### src/rtl/address_compose.sv
// Rebuilds memory byte addresses from a {tag, index, byte_select} triple.
// Line requests go out as a critical-word-first burst that wraps inside the line.
module address_compose #(
  parameter int i_size     = 64,
  parameter int d_size     = 6,
  parameter int w_size     = 3,
  parameter int index_bits = 5,
  parameter int tag_bits   = i_size - index_bits - d_size
) (
  input  logic                  clk,
  input  logic                  rst,
  input  logic                  req_valid,
  output logic                  req_ready,
  input  logic [tag_bits-1:0]   req_tag,
  input  logic [index_bits-1:0] req_index,
  input  logic [d_size-1:0]     req_byte_select,
  input  logic                  req_is_line,
  output logic                  addr_valid,
  input  logic                  addr_ready,
  output logic [i_size-1:0]     addr,
  output logic                  addr_last
);

  localparam int cnt_bits = d_size - w_size;
  localparam logic [cnt_bits-1:0] penult_beat = cnt_bits'((1 << cnt_bits) - 2);

  if (tag_bits + index_bits + d_size != i_size) begin : g_width_check
    $error("address_compose: tag_bits + index_bits + d_size must equal i_size");
  end
  if (w_size >= d_size) begin : g_beat_check
    $error("address_compose: a line must hold at least two memory beats");
  end

  typedef enum logic {IDLE, BURST} state_t;

  state_t              state;
  state_t              state_next;
  logic [cnt_bits-1:0] beat_cnt;
  logic [d_size-1:0]   start_off;

  always_ff @(posedge clk) begin
    if (rst) state <= IDLE;
    else     state <= state_next;
  end

  always_comb begin
    state_next = state;
    req_ready  = 1'b0;
    addr_valid = 1'b0;
    case (state)
      IDLE: begin
        req_ready = 1'b1;
        if (req_valid) state_next = BURST;
      end
      BURST: begin
        addr_valid = 1'b1;
        if (addr_ready && addr_last) state_next = IDLE;
      end
      default: state_next = IDLE;
    endcase
  end

  // Line bursts start on the beat holding the requested byte.
  assign start_off = req_is_line ? {req_byte_select[d_size-1:w_size], {w_size{1'b0}}}
                                 : req_byte_select;

  // addr is the captured copy; only its word field moves during a burst, so
  // the wrap never carries into the index.
  always_ff @(posedge clk) begin
    if (rst) begin
      addr      <= '0;
      addr_last <= 1'b0;
      beat_cnt  <= '0;
    end else begin
      case (state)
        IDLE: begin
          if (req_valid) begin
            addr      <= {req_tag, req_index, start_off};
            addr_last <= !req_is_line;
            beat_cnt  <= '0;
          end
        end
        BURST: begin
          if (addr_ready) begin
            if (addr_last) begin
              addr_last <= 1'b0;
            end else begin
              addr[d_size-1:w_size] <= addr[d_size-1:w_size] + 1'b1;
              beat_cnt              <= beat_cnt + 1'b1;
              addr_last             <= (beat_cnt == penult_beat);
            end
          end
        end
        default: ;
      endcase
    end
  end

endmodule

### config.mk
export PLATFORM = sky130hd
export DESIGN_NAME = address_compose
export DESIGN_NICKNAME = d
export VERILOG_FILES = /design/src/rtl/address_compose.sv
export SDC_FILE = /design/constraint.sdc
export NUM_CORES = 1
export LEC_CHECK = 0
export CAP_MARGIN = 25
export CORE_UTILIZATION = 25
export CTS_BUF_LIST = sky130_fd_sc_hd__clkbuf_2 sky130_fd_sc_hd__clkbuf_4 sky130_fd_sc_hd__clkbuf_8
export DETAILED_ROUTE_END_ITERATION = 10
export GPL_TIMING_DRIVEN = 0
export PLACE_DENSITY = 0.62
export SLEW_MARGIN = 20
export SYNTH_ARGS = -nofsm -noshare
export SYNTH_HDL_FRONTEND = slang
export SYNTH_SLANG_ARGS = --single-unit
### constraint.sdc
create_clock -name clk -period 1.2 [get_ports clk]
set_input_delay 0.12 -clock clk [delete_from_list [all_inputs] [get_ports clk]]
set_output_delay 0.12 -clock clk [all_outputs]
set_load 0.05 [all_outputs]
---- Yosys cells after proc, flatten, opt, wreduce, memory -nomap -nowiden ----
Index checks and enable logic that the tools add are counted.
storage, ports and cells
  register bits ........................... 69
  bits in latches ......................... 0
  RAM bits ................................ 0
  memory bits (read-only) ................. 0
  input port bits ......................... 69
  output and inout port bits .............. 67
  logic and storage cells ................. 35
  memories ................................ 0
operators by class
  add/sub/neg operators ................... 2
  multiply operators ...................... 0
  divide/modulo/power cells ............... 0
  magnitude comparators ................... 0
  equality and inequality tests ........... 4
  shift operators ......................... 0
  mux-type cells .......................... 18
  bitwise logic cells ..................... 1
  reduce and logical (&&, ||, !) cells .... 5
operators by type and width
  cell                   count
  $mux W3                6
  $pmux W3 S2            2
  $mux W1                7
  $add A3 B1 Y3 const B  2
  $mux W6                1
  $ne A2 B2 Y1 const B   3
  $pmux W1 S2            2
  $reduce_and A2 Y1      2
  $eq A3 B3 Y1 const B   1
  $reduce_and A3 Y1      1
  $logic_and A1 B1 Y1    1
  $logic_not A1 Y1       1
  $not A1 Y1             1

---- Logic depth before layout (Yosys ltp) ----
Gate-level depths: netlist (run 1).
  depth after elaboration ................. 4
  gate-level depth with buffers ........... 7
  gate-level depth less buffers ........... 4

---- Worst setup path after synthesis (run 1) ----
OpenSTA, ideal clock, no wires.
  path type ............................... register to register
  from .................................... register state
  to ...................................... register beat_cnt[2]
  setup time .............................. 70 ps
  data arrival time ....................... 1528 ps
  data required time ...................... 1130 ps
  path slack .............................. -398 ps
  cell stages (with the launch flop) ...... 5
  buffers on the path ..................... 1
  clock period less this slack ............ 1598 ps
  path through ............................ dfxtp_1 -> buf_6 -> inv_2 -> or4_1 -> a21oi_1
on the way
  longest elaborated chain between the ends .. 3
  elaborated cells on any way between the ends .. 6
  those cells by class .................... eq/ne: 3; mux: 1; bitwise: 1; reduce/logical: 1
ends and longest elaborated chain
  item                         RTL line  RTL
  start, declared              36        state_t state;
  start signal, assigned       43        else state <= state_next;
  $not A1 Y1 (no line)         --
  $ne A2 B2 Y1 (no line)       --
  $reduce_and A3 Y1 (no line)  --
  end signal, assigned         89        beat_cnt <= beat_cnt + 1'b1;
  end, declared                38        logic [cnt_bits-1:0] beat_cnt;
Parallel ways exist; a longest one is shown, timed or not.
A chain may end at the register's enable or synchronous reset.

---- Worst setup path in the final report (run 1) ----
  from .................................... register state
  to ...................................... register addr[11]
on the way
  longest elaborated chain between the ends .. 2
ends and longest elaborated chain
  item                           RTL line  RTL
  $not A1 Y1 (no line)           --
  $reduce_and A2 Y1 (no line)    --
  end signal, assigned           78        addr <= {req_tag, req_index, start_off};
  end signal, assigned by index  88        addr[d_size-1:w_size] <= addr[d_size-1:w_size] + 1'b1;
  end, declared                  20        output logic [i_size-1:0] addr,
Every way passes these cells.

==> results of run 1 <==
[area by class of cell]
type	instances	area (sq um)	share of cell area, %
sequential	69	1390	32.8
timing repair buffer	146	1190	28.0
multi-input combinational	216	1100	26.0
buffer	22	205	4.84
tap	133	166	3.93
clock buffer	10	138	3.25
clock inverter	5	27.5	0.649
inverter	4	22.5	0.531
[timing repair]
| item | 4_1_cts | 5_1_grt |
|---|---|---|
| endpoints found under the setup margin | 134 | 129 |
| pin swaps | 1 | 4 |
| hold buffers | 0 | 0 |
| gates resized for setup | 245 | 150 |
| cloned | 2 | 2 |
| setup buffers | 5 | 2 |
[power breakdown]
group | total [mW] | switching (mW) | internal [mW]
clock | 1.64 | 0.858 | 0.780
combinational | 1.41 | 0.858 | 0.553
sequential | 2.50 | 0.0745 | 2.43
[registers in the layout, indices dropped and copies added (netlist names)]
| signal | flops |
|---|---|
| addr_last | 1 |
| state | 1 |
| addr | 64 |
| beat_cnt | 3 |
[layout by cell type, fill, tap and decap left out, types with 2 or more instances in the layout]
master / count
sky130_fd_sc_hd__buf_2: 63
sky130_fd_sc_hd__clkbuf_2: 4
sky130_fd_sc_hd__ha_1: 3
sky130_fd_sc_hd__buf_4: 9
sky130_fd_sc_hd__clkinv_2: 4
sky130_fd_sc_hd__dfxtp_2: 5
sky130_fd_sc_hd__nor3_2: 3
sky130_fd_sc_hd__o221ai_2: 2
sky130_fd_sc_hd__nand3_1: 2
sky130_fd_sc_hd__a21oi_2: 7
sky130_fd_sc_hd__clkbuf_8: 10
sky130_fd_sc_hd__clkdlybuf4s50_1: 68
sky130_fd_sc_hd__buf_8: 7
sky130_fd_sc_hd__dfxtp_1: 63
sky130_fd_sc_hd__nor2_1: 2
sky130_fd_sc_hd__clkbuf_1: 2
sky130_fd_sc_hd__inv_1: 3
sky130_fd_sc_hd__buf_6: 5
sky130_fd_sc_hd__nand3b_1: 4
sky130_fd_sc_hd__clkbuf_16: 2
sky130_fd_sc_hd__nand2_1: 114
sky130_fd_sc_hd__nand2_2: 7
sky130_fd_sc_hd__clkbuf_4: 5
sky130_fd_sc_hd__clkdlybuf4s18_2: 2
sky130_fd_sc_hd__a21oi_1: 58
[worst max-delay path by stage]
stage / from / to / slack (ns) / depth (start not counted)
after detailed placement: req_valid / addr[10] / -0.40 / 6
final: state / addr[11] / -0.04 / 6
after global routing: state / addr[9] / -0.09 / 6
after floorplan: state / addr[10] / -0.08 / 7
after CTS: state / addr[10] / -0.03 / 6
after global placement: rst / addr[14] / -0.35 / 4
[metrics by stage]
stage	setup TNS (ns)	total power, mW	util (%)	setup WS, ns	instance area, sq um
2_1_floorplan	-3.07	3.35	-	-0.0828	2570
3_3_place_gp	-23.92	3.92	41.6	-0.351	4090
3_5_place_dp	-26.27	3.94	41.6	-0.396	4090
4_1_cts	-0.184	5.65	45.1	-0.0324	4430
5_1_grt	-3.82	5.85	43.2	-0.0944	4240
6_report	-0.237	5.55	43.2	-0.0367	4240
[layer usage]
metal	global-route usage [%]	part of all wire [%]	vias up
li1	-	-	1334
met1	16.5	43	1170
met2	24.7	47	94
met3	7.32	9.3	7
met4	3.58	0.78	0
met5	0	0	-
[worst max-delay path, cell delays in order, from the launching register on]
cell	delay (ns)
sky130_fd_sc_hd__dfxtp_4	0.36
sky130_fd_sc_hd__buf_8	0.13
sky130_fd_sc_hd__nand2b_4	0.20
sky130_fd_sc_hd__buf_8	0.17
sky130_fd_sc_hd__clkbuf_16	0.16
sky130_fd_sc_hd__nand2_2	0.07
sky130_fd_sc_hd__a21oi_2	0.04
[cell families (layout without fill, tap and decap cells)]
kind of cell    Yosys count  after routing  synth area share, %
compound gates           73             73                 15.7
fa+ha+maj                 3              3                 1.47
buf+inv                  27            187                 5.99
flops                    69             69                 54.2
simple gates            140            140                 22.6
==> impl_metrics.env, run 1 <==
export IMPL_run_status="finished, violations left"
export IMPL_violations="negative setup slack"
export IMPL_clock_latency_ns=0.34
export IMPL_via_count_of_the_first_global_routing_pass=2452
export IMPL_yosys_cell_types_count=27
export IMPL_timing_setup_critical_path_class="flip-flop to flip-flop"
export IMPL_tritoncts_clock_tree="yes"
export IMPL_global_route_overflow_total=0
export IMPL_synth_async_reset_ratio_pct=0
export IMPL_yosysMostFrequentCell="sky130_fd_sc_hd__nand2_1"
export IMPL_worst_hold_path_type="input port to flip-flop"
export IMPL_hold_path_cell_count=3
export IMPL_rsz0062_at_grt="yes"
export IMPL_wire_per_inst_um=12.9
export IMPL_holdCritStartpoint="req_tag[9]"
export IMPL_hold_viol_final=0
export IMPL_setup_viol=15
export IMPL_holdPathEnd="addr[20]"
export IMPL_post_drt_via_cell_ratio=4.31
export IMPL_postSynthAreaPerCell_sq_um=8.16
export IMPL_synth_area_leaders="sky130_fd_sc_hd__dfxtp_1, sky130_fd_sc_hd__nand2_1, sky130_fd_sc_hd__a21oi_1"
export IMPL_critical_path_peak_fanout=7
export IMPL_worstRegToRegCells=6
export IMPL_synth_seq_cells=69
export IMPL_drive_gt1_share_pct=30.5
export IMPL_grt_antenna_before_repair=0
export IMPL_numPortBuffers=135
export IMPL_largest_net_degree_at_the_start_of_global_routing=12
export IMPL_final_max_slew_violation_count=0
export IMPL_die_height_um=103
export IMPL_layout_worst_path_cycle_share_pct=103
export IMPL_ioPinCount=136
export IMPL_synth_seq_area_share_pct=54.2
export IMPL_yosys_synthesis_warning_count=0
export IMPL_fill_cells=1077
export IMPL_initialDrtViolationCount=46
export IMPL_clock_root_buffer="sky130_fd_sc_hd__clkbuf_8"
export IMPL_cellLeakagePower_nw=1.82
export IMPL_regToRegStartpoint="state"
export IMPL_timing_slew_headroom_pct=69.9
export IMPL_synth_edff_count=0
export IMPL_worst_ep_required_time_ns=1.42
export IMPL_tritoncts_sink_count=69
export IMPL_floorplan_rows=36
export IMPL_number_of_nets_with_antenna_violations_after_detailed_routing=0
export IMPL_worstSetupStartpointType="flip-flop"
export IMPL_critPathArrivalTime_ns=1.46
export IMPL_cell_types_with_the_highest_counts_after_synthesis="sky130_fd_sc_hd__nand2_1, sky130_fd_sc_hd__dfxtp_1, sky130_fd_sc_hd__a21oi_1"
export IMPL_number_of_detailed_route_iterations_in_the_first_pass=4
export IMPL_die_w_um=103
export IMPL_design_final_nets=540
export IMPL_post_synth_top_area_fraction_pct=54.2
export IMPL_h_tree_levels=3
export IMPL_synth_largest_area_cell="sky130_fd_sc_hd__dfxtp_1"
export IMPL_skew_ns=0.00681
export IMPL_timing_final_ws_setup_ns=-0.0367
export IMPL_total_number_of_vias=2605
export IMPL_initial_core_util_pct=25.9
export IMPL_drc_errors=0
export IMPL_routed_wirelength_um=7800
export IMPL_tightest_slew_ns=0.451
export IMPL_mappedNetlistArea_sq_mm=0.00255
export IMPL_finalWeightedCongestion=0.701
export IMPL_endpoint_kind="flip-flop"
export IMPL_max_clock_freq_mhz=809
export IMPL_area_growth_syn_to_layout_pct=66.4
export IMPL_hold_ws_ns=0.323
export IMPL_num_antenna_cells=0
export IMPL_cts_path_max_buffers=2
export IMPL_synthesis_nets=384
export IMPL_die_area_sq_mm=0.0106
export IMPL_finalNonFillerCells=605
export IMPL_placed_cells=580
export IMPL_first_pass_grt_wire_length_um=11700
export IMPL_track_usage_pct=14.7
export IMPL_slack_of_the_worst_reg_to_reg_path_ns=-0.04
export IMPL_worst_ir_drop_vdd_mv=0.606
export IMPL_yosys_most_used_dff="sky130_fd_sc_hd__dfxtp_1"
export IMPL_crit_reg2reg_capture="addr[11]"
export IMPL_cellPowerDensity_mw_per_mm2=1310
export IMPL_cts_made_buffers=9
export IMPL_period_needed_ns=1.24
export IMPL_cell_count_after_synthesis=312
export IMPL_number_of_max_cap_violations=0
export IMPL_hpwlAfterDp_um=5380
export IMPL_clkTransAtPathRegs_ns=0.07
export IMPL_core_area_sq_mm=0.00982
Note: power is estimated with default switching activity, not from simulation.
==> run 2, diff against run 1 <==
--- a/config.mk
+++ b/config.mk
@@ -5,7 +5,6 @@
 export SDC_FILE = /design/constraint.sdc
 export NUM_CORES = 1
 export LEC_CHECK = 0
-export CAP_MARGIN = 25
 export CORE_UTILIZATION = 25
 export CTS_BUF_LIST = sky130_fd_sc_hd__clkbuf_2 sky130_fd_sc_hd__clkbuf_4 sky130_fd_sc_hd__clkbuf_8
 export DETAILED_ROUTE_END_ITERATION = 10
==> results of run 2 <==
The final DEF is identical to that of run 1; final timing and power are the same.
==> run 3, diff against run 2 <==
--- a/config.mk
+++ b/config.mk
@@ -5,11 +5,11 @@
 export SDC_FILE = /design/constraint.sdc
 export NUM_CORES = 1
 export LEC_CHECK = 0
-export CORE_UTILIZATION = 25
+export CORE_UTILIZATION = 36
 export CTS_BUF_LIST = sky130_fd_sc_hd__clkbuf_2 sky130_fd_sc_hd__clkbuf_4 sky130_fd_sc_hd__clkbuf_8
 export DETAILED_ROUTE_END_ITERATION = 10
 export GPL_TIMING_DRIVEN = 0
-export PLACE_DENSITY = 0.62
+export PLACE_DENSITY = 0.83
 export SLEW_MARGIN = 20
 export SYNTH_ARGS = -nofsm -noshare
 export SYNTH_HDL_FRONTEND = slang
==> impl_metrics.env, run 3 (synthesized netlist as in run 1, its figures left out) <==
export IMPL_initial_core_util_pct=37.3
export IMPL_holdPathEnd="addr[20]"
export IMPL_ioPinCount=136
export IMPL_hpwlAfterDp_um=5060
export IMPL_clock_power_share_pct=32.5
export IMPL_number_of_nets_with_antenna_violations_after_detailed_routing=0
export IMPL_drc_errors=0
export IMPL_via_count_of_the_first_global_routing_pass=2481
export IMPL_worstRegToRegCells=6
export IMPL_timing_final_ws_setup_ns=-0.00951
export IMPL_finalWeightedCongestion=0.724
export IMPL_final_max_slew_violation_count=0
export IMPL_worstSetupStartpointType="flip-flop"
export IMPL_placedInstanceArea_sq_mm=0.00404
export IMPL_worst_ir_drop_vdd_mv=0.669
export IMPL_cts_path_max_buffers=2
export IMPL_tritoncts_sink_count=69
export IMPL_top_regs="addr: 64 flops, beat_cnt: 3 flops"
export IMPL_most_used_cells_in_the_layout_excluding_fill_and_tap_cells="sky130_fd_sc_hd__nand2_1, sky130_fd_sc_hd__clkdlybuf4s50_1, sky130_fd_sc_hd__dfxtp_1, sky130_fd_sc_hd__a21oi_1, sky130_fd_sc_hd__buf_2"
export IMPL_skew_ns=0.00353
export IMPL_registers_top_by_ff_count="addr"
export IMPL_die_w_um=86.1
export IMPL_clock_root_buffer="sky130_fd_sc_hd__clkbuf_8"
export IMPL_die_height_um=86.1
export IMPL_tritoncts_clock_tree="yes"
export IMPL_cts_made_buffers=9
export IMPL_largest_net_degree_at_the_start_of_global_routing=12
export IMPL_intPower_mw=4.16
export IMPL_pwr_share_seq_pct=42.5
export IMPL_largest_register_ff_count=64
export IMPL_area_growth_syn_to_layout_pct=75.4
export IMPL_numPortBuffers=135
export IMPL_die_area_sq_mm=0.00742
export IMPL_critPathArrivalTime_ns=1.41
export IMPL_post_drt_via_cell_ratio=4.63
export IMPL_timing_setup_critical_path_class="flip-flop to flip-flop"
export IMPL_layout_commonest_cell="sky130_fd_sc_hd__nand2_1"
export IMPL_clock_latency_ns=0.33
export IMPL_worst_hold_path_type="input port to flip-flop"
export IMPL_critical_path_peak_fanout=10
export IMPL_fin_total_pwr_mw=5.90
export IMPL_clkTransAtPathRegs_ns=0.07
export IMPL_holdCritStartpoint="req_tag[9]"
export IMPL_track_usage_pct=19.7
export IMPL_power_net_switching_mw=1.73
export IMPL_violations="negative setup slack"
export IMPL_finalNonFillerCells=567
export IMPL_h_tree_levels=3
export IMPL_switching_share_pct=29.4
export IMPL_num_antenna_cells=0
export IMPL_wire_per_inst_um=13.1
export IMPL_setup_viol=2
export IMPL_tightest_slew_ns=0.482
export IMPL_floorplan_rows=30
export IMPL_place_ws_ns=-0.373
export IMPL_cellPowerDensity_mw_per_mm2=1320
export IMPL_combinational_fraction_of_design_power_pct=25.0
export IMPL_hold_path_cell_count=3
export IMPL_max_clock_freq_mhz=827
export IMPL_routed_wirelength_um=7460
export IMPL_worst_ep_required_time_ns=1.40
export IMPL_number_of_max_cap_violations=0
export IMPL_grt_antenna_before_repair=0
export IMPL_period_needed_ns=1.21
export IMPL_regToRegStartpoint="state"
export IMPL_core_area_sq_mm=0.00683
export IMPL_run_status="finished, violations left"
export IMPL_endpoint_kind="flip-flop"
export IMPL_rsz0062_at_grt="yes"
export IMPL_first_pass_grt_wire_length_um=11400
export IMPL_drive_gt1_share_pct=31.6
export IMPL_placed_cells=543
export IMPL_crit_reg2reg_capture="addr[44]"
export IMPL_layout_worst_path_cycle_share_pct=101
export IMPL_design_final_nets=540
export IMPL_final_area_sq_mm=0.00447
export IMPL_global_route_overflow_total=0
export IMPL_timing_slew_headroom_pct=67.9
export IMPL_cellLeakagePower_nw=1.80
export IMPL_number_of_detailed_route_iterations_in_the_first_pass=4
export IMPL_hold_viol_final=0
export IMPL_total_number_of_vias=2623
export IMPL_initialDrtViolationCount=72
export IMPL_slack_of_the_worst_reg_to_reg_path_ns=-0.01
[run 3: changes by cell type in the layout (fill, tap and decap cells not counted), moves of 3 or more]
cell | before | now
sky130_fd_sc_hd__clkdlybuf4s15_2 | 0 | 20
sky130_fd_sc_hd__nand2_2 | 7 | 12
sky130_fd_sc_hd__buf_8 | 7 | 10
sky130_fd_sc_hd__clkdlybuf4s18_2 | 2 | 15
sky130_fd_sc_hd__buf_4 | 9 | 6
sky130_fd_sc_hd__nand2_1 | 114 | 110
sky130_fd_sc_hd__clkinv_2 | 4 | 0
sky130_fd_sc_hd__buf_2 | 63 | 32
[run 3: layout make-up]
type / instances / area [sq um]
buffer: 21 / 229
clock buffer: 13 / 173
clock inverter: 1 / 30.0
fill: 595 / 2360
inverter: 4 / 22.5
multi-input combinational: 216 / 1120
sequential: 69 / 1390
tap: 96 / 120
timing repair buffer: 147 / 1380
[run 3: power groups by stage]
stage / Clock [mW] / Sequential [mW] / Combinational [mW]
after floorplan: 0 / 3.01 / 0.342
after global placement: 0 / 2.55 / 1.36
after detailed placement: 0 / 2.55 / 1.38
after CTS: 1.98 / 2.50 / 1.41
after global routing: 2.09 / 2.52 / 1.56
final: 1.92 / 2.50 / 1.48
[run 3: metrics by stage]
step / hold WS [ns] / setup TNS [ns] / util, %
4_1_cts: 0.317 / -0.400 / 64.9
3_3_place_gp: 0.437 / -21.30 / 59.1
6_report: 0.331 / -0.0144 / 65.4
2_1_floorplan: 0.227 / -3.07 / -
5_1_grt: 0.324 / -1.40 / 65.4
3_5_place_dp: 0.444 / -23.99 / 59.1
[run 3: metal layers]
metal / up-vias / wire, um / track usage, %
met3: 11 / 571 / 7.80
met2: 89 / 3720 / 34.4
met4: 0 / 61 / 5.45
li1: 1334 / - / -
met5: - / 0 / 0
met1: 1189 / 3100 / 22.3
[run 3: worst max path at each step]
stage / startpoint / end
2_1_floorplan: state / addr[10]
3_3_place_gp: req_valid / addr[16]
3_5_place_dp: rst / addr[56]
4_1_cts: beat_cnt[1] / beat_cnt[2]
5_1_grt: state / addr[37]
6_report: state / addr[44]
[run 3: critical path, stage by stage, from the launching register on]
cell,delay (ns)
sky130_fd_sc_hd__dfxtp_4,0.35
sky130_fd_sc_hd__buf_8,0.14
sky130_fd_sc_hd__nand2b_4,0.18
sky130_fd_sc_hd__buf_6,0.14
sky130_fd_sc_hd__buf_8,0.13
sky130_fd_sc_hd__nand2_1,0.07
sky130_fd_sc_hd__a21oi_1,0.06
[run 3: timing repair]
item / 4_1_cts / 5_1_grt
setup endpoints to repair: 133 / 111
hold buffers: 0 / 0
cloned: 1 / 3
hold endpoints to repair: 0 / 0
resized for setup: 234 / 125
setup buffers: 5 / 4
pin swaps: 2 / 7
